## src/rtl/rob_submit_arbiter.sv

```systemverilog
// Funnels RS and LSB completions through per-requester FIFOs onto the ROB's
// single submit port, using a registered round-robin grant.
module rob_submit_arbiter #(
  parameter int TAG_W      = 4,
  parameter int DATA_W     = 32,
  parameter int FIFO_DEPTH = 2
) (
  input  logic              clk_in,
  input  logic              rst_in,
  input  logic              rdy_in,
  input  logic              predict_fail,
  input  logic              rs_valid,
  input  logic [TAG_W-1:0]  rs_tag,
  input  logic [DATA_W-1:0] rs_val,
  output logic              rs_ready,
  input  logic              lsb_valid,
  input  logic [TAG_W-1:0]  lsb_tag,
  input  logic [DATA_W-1:0] lsb_val,
  output logic              lsb_ready,
  output logic [TAG_W-1:0]  submit_tag,
  output logic [DATA_W-1:0] submit_val,
  output logic              submit_valid,
  output logic              busy
);

  localparam int PTR_W = (FIFO_DEPTH > 1) ? $clog2(FIFO_DEPTH) : 1;
  localparam int CNT_W = $clog2(FIFO_DEPTH + 1);
  localparam int ENT_W = TAG_W + DATA_W;
  localparam logic [CNT_W-1:0] CNT_FULL = CNT_W'(FIFO_DEPTH);

  // Requester index 0 = RS, 1 = LSB throughout.
  logic [ENT_W-1:0]  mem_q  [2][FIFO_DEPTH];
  logic [ENT_W-1:0]  mem_d  [2][FIFO_DEPTH];
  logic [PTR_W-1:0]  rptr_q [2];
  logic [PTR_W-1:0]  rptr_d [2];
  logic [PTR_W-1:0]  wptr_q [2];
  logic [PTR_W-1:0]  wptr_d [2];
  logic [CNT_W-1:0]  cnt_q  [2];
  logic [CNT_W-1:0]  cnt_d  [2];
  logic              prio_q, prio_d;
  logic              submit_valid_q, submit_valid_d;
  logic [TAG_W-1:0]  submit_tag_q, submit_tag_d;
  logic [DATA_W-1:0] submit_val_q, submit_val_d;

  logic [1:0]        ready;
  logic [1:0]        req;
  logic [1:0]        push;
  logic [1:0]        pop;
  logic [1:0]        cand;
  logic              gnt_sel;
  logic [ENT_W-1:0]  ent_in [2];
  logic [ENT_W-1:0]  head;

  always_comb begin
    for (int i = 0; i < 2; i++) begin
      ready[i] = (cnt_q[i] != CNT_FULL);
      cand[i]  = (cnt_q[i] != '0);
    end
  end

  assign req       = {lsb_valid, rs_valid};
  assign ent_in[0] = {rs_tag, rs_val};
  assign ent_in[1] = {lsb_tag, lsb_val};

  // Only entries present at the start of the cycle compete for the grant.
  assign gnt_sel = (cand == 2'b11) ? prio_q : cand[1];
  assign head    = mem_q[gnt_sel][rptr_q[gnt_sel]];

  always_comb begin
    mem_d          = mem_q;
    rptr_d         = rptr_q;
    wptr_d         = wptr_q;
    cnt_d          = cnt_q;
    prio_d         = prio_q;
    submit_valid_d = submit_valid_q;
    submit_tag_d   = submit_tag_q;
    submit_val_d   = submit_val_q;
    push           = '0;
    pop            = '0;

    if (rdy_in) begin
      if (predict_fail) begin
        for (int i = 0; i < 2; i++) begin
          rptr_d[i] = '0;
          wptr_d[i] = '0;
          cnt_d[i]  = '0;
        end
        submit_valid_d = 1'b0;
        prio_d         = 1'b0;
      end else begin
        push = req & ready;
        if (cand != 2'b00) begin
          pop[gnt_sel]   = 1'b1;
          submit_valid_d = 1'b1;
          submit_tag_d   = head[ENT_W-1:DATA_W];
          submit_val_d   = head[DATA_W-1:0];
          prio_d         = ~gnt_sel;
        end else begin
          submit_valid_d = 1'b0;
        end
        for (int i = 0; i < 2; i++) begin
          if (push[i]) begin
            mem_d[i][wptr_q[i]] = ent_in[i];
            wptr_d[i]           = wptr_q[i] + 1'b1;
          end
          if (pop[i]) rptr_d[i] = rptr_q[i] + 1'b1;
          cnt_d[i] = cnt_q[i] + CNT_W'(push[i]) - CNT_W'(pop[i]);
        end
      end
    end
  end

  always_ff @(posedge clk_in or posedge rst_in) begin
    if (rst_in) begin
      for (int i = 0; i < 2; i++) begin
        for (int j = 0; j < FIFO_DEPTH; j++) mem_q[i][j] <= '0;
        rptr_q[i] <= '0;
        wptr_q[i] <= '0;
        cnt_q[i]  <= '0;
      end
      prio_q         <= 1'b0;
      submit_valid_q <= 1'b0;
      submit_tag_q   <= '0;
      submit_val_q   <= '0;
    end else begin
      mem_q          <= mem_d;
      rptr_q         <= rptr_d;
      wptr_q         <= wptr_d;
      cnt_q          <= cnt_d;
      prio_q         <= prio_d;
      submit_valid_q <= submit_valid_d;
      submit_tag_q   <= submit_tag_d;
      submit_val_q   <= submit_val_d;
    end
  end

  assign rs_ready     = ready[0];
  assign lsb_ready    = ready[1];
  assign submit_valid = submit_valid_q;
  assign submit_tag   = submit_tag_q;
  assign submit_val   = submit_val_q;
  assign busy         = cand[0] | cand[1] | submit_valid_q;

endmodule

```

## config.mk

```make
export PLATFORM = sky130hd
export DESIGN_NAME = rob_submit_arbiter
export DESIGN_NICKNAME = d
export VERILOG_FILES = /design/src/rtl/rob_submit_arbiter.sv
export SDC_FILE = /design/constraint.sdc
export NUM_CORES = 1
export LEC_CHECK = 0
export CAP_MARGIN = 0
export CORE_AREA = 2 2 139 141
export DETAILED_ROUTE_END_ITERATION = 16
export DIE_AREA = 0 0 141 143
export PLACE_DENSITY_LB_ADDON = 0.25
export SKIP_LAST_GASP = 1
export SLEW_MARGIN = 20
export SYNTH_ARGS = -nofsm -noshare
export SYNTH_HDL_FRONTEND = slang
export SYNTH_SLANG_ARGS = --single-unit
```

## constraint.sdc

```tcl
create_clock -name clk_in -period 12.4 [get_ports clk_in]
set_input_delay 1.24 -clock clk_in [delete_from_list [all_inputs] [get_ports clk_in]]
set_output_delay 1.24 -clock clk_in [all_outputs]
set_load 0.05 [all_outputs]
```

==> metrics.txt, run 1 <==
run status=completed; clk root buf=clkbuf_16; setup total negative slack=0 ns; Worst slew margin=0.384; Worst VDD drop=158 uV; Clock Tree Buf Depth=2; pins over their slew limit=0; core box area=18,600 um2; DIE AREA=20,200 um2; IO Port Bufs=117; met1 GRT Util=0.249; area of the multi-input gates=3620 um2; Die Y=143 um; Worst Setup Start Kind=flip-flop; floorplan row count=50; RSZ-0062 raised after global routing=no; Synth area leader=dfrtp_1; die width=141 um; Routability Congestion=0.846; CTS Hold Buffers Added=0; GRT Util Overall=0.185; worst slew pin tran=0.924 ns; vias per inst=5.38; met3 GRT Util=0.0342; Adder-Cell Fraction of Synth Area=0.00583; min cycle time layout=3.45 ns; Synth Area in XOR/XNOR=0.00204; Cells after Synth=562; ys async rst share=1.00; largest family of logic cells by synthesized area=multiplexers; Via Count=4,953; vias in the first global route=5,412; Post-Synth Simple-Gate Area=0.0197; DRC errors left=0; worst path cell trace=nor2_1 > nand3b_1 > clkdlybuf4s50_1; grt total ovfl=0; cts bufs inserted=17; Ys Warns=0; Fillers=1,480; Post-Syn Area=8590 um2; initial antenna violation count=0; most used routing layer=met2; final hold vios=0; share of cells above drive strength 1=0.319; critical path's slowest cell=clkdlybuf4s50_1; antenna fix cells=0; Setup Buffers After CTS=0; Finish-stage setup viols=0; TritonCTS clock tree=yes; clk_skew=0.00754 ns; Post-DRT Antenna Nets=0; CTS H-tree depth=4; largest net degree at the start of global routing=122; global-route wire length before repair=28.8 mm; post-DP HPWL=11.5 mm; area fraction in compound gates after synthesis=0.0140; Final Instance Count excl. Fillers=921; #FFs+latches synth=190; area delta synth->final=22.1%; # IOs=118; Max Freq=290 MHz; P_leak=0.00470 uW; multiplexer share of the synthesized area=0.377; Post-layout nets=756; pwr/cell area=262 nW/um2; DP Cell Count=889; data arrival time of the worst path=2.21 ns; area of placed instances=9910 um2; syn avg cell area=15.3 um2; Initial Utilization=0.462; TritonRoute pass-1 iters=4; insertion delay to the later sink of the worst-skew pair=0.42 ns; Setup crit end kind=output pin; Post-synth EDFFs=0; ys flop type=dfrtp_1; ranking of synthesized cells by instance count=dfrtp_1 (190), mux2_2 (140), mux2i_1 (110); FF+latch area=4760 um2; sequential share of the synthesized area=0.554; critical path data required time=11.16 ns; worst hold path type=reg2reg; post-CTS sizing=0; Yosys top cell area share=0.554; grt met2 use=0.306; Synth area leaders=dfrtp_1 (55%), mux2_2 (18%), mux2i_1 (13%); Netlist cell types=34; Sink Count=190; Tot Pwr=2750 uW; critical path class=reg2out; total wire length=18.0 mm; crit path max fanout=5; most numerous cell in the Yosys netlist=dfrtp_1; Clk pin slew, worst setup/hold paths=0.06 ns; syn nets=644; fin area=10,500 um2; max cap viols=0; CP max stage delay=0.72 ns; routed len/inst=19.5 um; Starting DRT DRC Count=168; Final period util=0.278
-- worst max-delay path, delay by kind of cell (launching register included) --
kind | cells | cell delay (ns)
AND/OR/NAND/NOR | 2 | 0.65
flip-flops | 1 | 0.42
buffers and inverters | 1 | 0.72
-- per-stage QoR --
step | util | hold slack (ns) | setup slack, ns
2_1_floorplan | - | 0.457 | 5.99
3_3_place_gp | 0.533 | 0.469 | 8.75
3_5_place_dp | 0.533 | 0.476 | 8.67
4_1_cts | 0.565 | 0.491 | 8.95
5_1_grt | 0.565 | 0.518 | 8.83
6_report | 0.565 | 0.486 | 8.95
-- path summary, 6_finish.rpt --
| check | start | to | slack [ns] | cells after the start |
|---|---|---|---|---|
| min | mem_q[142] | mem_q[142] | 0.49 | 1 |
| max | cnt_q[2] | busy | 8.95 | 3 |
| min in group asynchronous | rst_in | submit_val[15] | 1.40 | 2 |
| max in group asynchronous | rst_in | rptr_q[1] | 9.45 | 3 |
| max reg2reg | cnt_q[0] | mem_q[67] | 9.92 | 5 |
| min reg2reg | mem_q[142] | mem_q[142] | 0.49 | 1 |
-- power by group --
| group | internal [uW] | switching, uW |
|---|---|---|
| sequential | 923 | 199 |
| combinational | 557 | 534 |
| clock | 308 | 227 |
| total | 1790 | 960 |
-- sequential cells by signal (all words and copies together) (netlist names) --
name and cells:
submit_val 32, wptr_q 2, rptr_q 2, prio_q 1, submit_tag 4, submit_valid 1
cnt_q 4, mem_q 144
-- area by class of cell --
class / instances / area share
Sequential cell: 190 / 0.454
Multi-Input combinational cell: 337 / 0.345
Timing Repair Buffer: 123 / 0.116
Clock buffer: 22 / 0.0443
Tap cell: 234 / 0.0279
Clock inverter: 10 / 0.0107
Inverter: 5 / 0.00251
-- layer usage --
layer	routed length (um)	up-vias
li1	-	2251
met1	8340	2580
met2	8750	97
met3	570	25
met4	305	0
met5	0	-
-- cell usage in the layout (no fill, tap or decap), types with 5 or more instances in the layout --
cell type,instances
dfrtp_1,188
mux2_2,140
clkdlybuf4s50_1,117
mux2i_1,110
mux2_4,30
clkbuf_16,17
mux2_1,10
nand2_1,7
o21ai_0,7
buf_4,6
nor2_1,5
-- cells by family (layout without fill, tap and decap cells) --
| logic type | Yosys count | count (layout) |
|---|---|---|
| xor gates and xnor gates | 2 | 2 |
| AOI/OAI and AO/OA | 18 | 18 |
| DFF | 190 | 190 |
| muxes | 290 | 290 |
| adders and majority gates | 4 | 4 |
| buffers and inverters | 35 | 160 |
| and+or+nand+nor | 23 | 23 |
No activity file was read; power rests on OpenSTA's default activity.
==> inputs of run 2 (changes only) <==
Clock period 12.4 ns to 3.6 ns, I/O delays scaled along.
==> run 2 against run 1 <==
  * Core utilization is 0.15 points higher
  * Register-to-register slack worse by 8.5 ns
  * Global-route usage is 0.60 points higher
  * Design area is 0.26% higher
  * Count of clock-buffer cells in the layout is 2 lower
  * Hold slack worse by 0.097 ns
  * Worst setup slack worse by 7.9 ns
  * Critical path type unchanged
  * Largest power group unchanged
  * Highest routed layer is now met5
==> metrics.txt, run 2 (synthesis results as in run 1) <==
run status=completed; Clk pin slew, worst setup/hold paths=0.07 ns; final hold vios=0; most frequent cells in the layout=dfrtp_1 (188), mux2_2 (140), clkdlybuf4s50_1 (117); Die Y=143 um; DIE AREA=20,200 um2; IO Port Bufs=117; # IOs=118; Initial Utilization=0.462; die width=141 um; worst hold path type=in2async; Worst Setup Start Kind=flip-flop; vias in the first global route=5,402; area delta synth->final=22.5%; Sink Count=190; grt total ovfl=0; Setup crit end kind=output pin; Max Freq=393 MHz; RSZ-0062 raised after global routing=no; pwr/cell area=892 nW/um2; vias per inst=5.34; Post-layout nets=760; P_leak=0.00472 uW; worst path cell trace=nor2_1 > nand3b_1 > clkdlybuf4s50_1; worst slew pin tran=0.863 ns; TritonCTS clock tree=yes; post-DP HPWL=11.9 mm; Tot Pwr=9380 uW; crit path max fanout=5; antenna fix cells=0; core box area=18,600 um2; Worst VDD drop=562 uV; cts bufs inserted=17; insertion delay to the later sink of the worst-skew pair=0.43 ns; Worst slew margin=0.424; CTS H-tree depth=4; post-CTS sizing=0; r2r setup slk=1.43 ns; Starting DRT DRC Count=218; TritonRoute pass-1 iters=4; pins over their slew limit=0; clk_skew=0.00751 ns; Fillers=1,466; clk root buf=clkbuf_16; Via Count=4,942; data arrival time of the worst path=2.18 ns; commonest non-fill, non-tap cell in the layout=dfrtp_1; Post-DRT Antenna Nets=0; critical path's slowest cell=clkdlybuf4s50_1; Biggest register=mem_q; Largest register FFs=144; GRT Util Overall=0.191; largest net degree at the start of global routing=87; Setup Buffers After CTS=0; initial antenna violation count=1; Clock Tree Buf Depth=2; critical path class=reg2out; CP max stage delay=0.73 ns; max cap viols=0; area of the multi-input gates=3620 um2; routed len/inst=19.8 um; setup total negative slack=0 ns; global-route wire length before repair=29.3 mm; floorplan row count=50; min cycle time layout=2.54 ns; total wire length=18.3 mm; Final period util=0.706; DRC errors left=0; share of cells above drive strength 1=0.326; Finish-stage setup viols=0; Routability Congestion=0.849; Top delay family on crit path=buffers and inverters; crit path buf inv count=1; critical path data required time=3.24 ns; CTS Hold Buffers Added=0; FF+latch area=4760 um2
## run 2: area by class of cell
| class | instances | share of cell area |
|---|---|---|
| Clock buffer | 20 | 0.0434 |
| Multi-Input combinational cell | 337 | 0.344 |
| Clock inverter | 12 | 0.00821 |
| Timing Repair Buffer | 127 | 0.122 |
| Sequential cell | 190 | 0.452 |
| Tap cell | 234 | 0.0278 |
| Inverter | 5 | 0.00214 |
## run 2: final timing paths
path | from | endpoint | cells after the start
worst max register to register | cnt_q[0] | mem_q[69] | 5
worst max-delay path | cnt_q[2] | busy | 3
worst min register to register | mem_q[124] | mem_q[124] | 1
max in group asynchronous | rst_in | mem_q[119] | 3
worst min-delay path | rst_in | mem_q[22] | 2
min in group clk_in | mem_q[124] | mem_q[124] | 1
## run 2: layer usage
layer | up-vias | global-route usage | wire [um]
met2 | 85 | 0.306 | 8770
met5 | - | 0 | 13
met3 | 18 | 0.0493 | 678
met4 | 2 | 0.0611 | 228
li1 | 2267 | - | -
met1 | 2570 | 0.258 | 8640
## run 2: worst register-to-register path, delay by kind of cell, from the launching register on
family	cells	cell delay, ns
mux	1	0.42
flops	1	0.42
buf+inv	1	0.59
simple gates	3	0.62
## run 2: per-stage QoR
step                instance area [um2]  hold slack [ns]  utilization  setup WS (ns)  instances
finish                            10500            0.389        0.566           1.06        925
global route                      10500            0.436        0.566          0.933        925
CTS                               10500            0.388        0.566           1.04        925
detailed placement                 9970            0.475        0.537          0.782        893
global placement                   9970            0.469        0.537          0.844        893
floorplan                          8590            0.457            -          0.792        562
## run 2: power by group
| group | internal (uW) | leakage, uW | switching [uW] | total, uW |
|---|---|---|---|---|
| combinational | 1930 | 0.00214 | 1880 | 3820 |
| clock | 926 | 0.000269 | 816 | 1740 |
| sequential | 3180 | 0.00231 | 643 | 3820 |
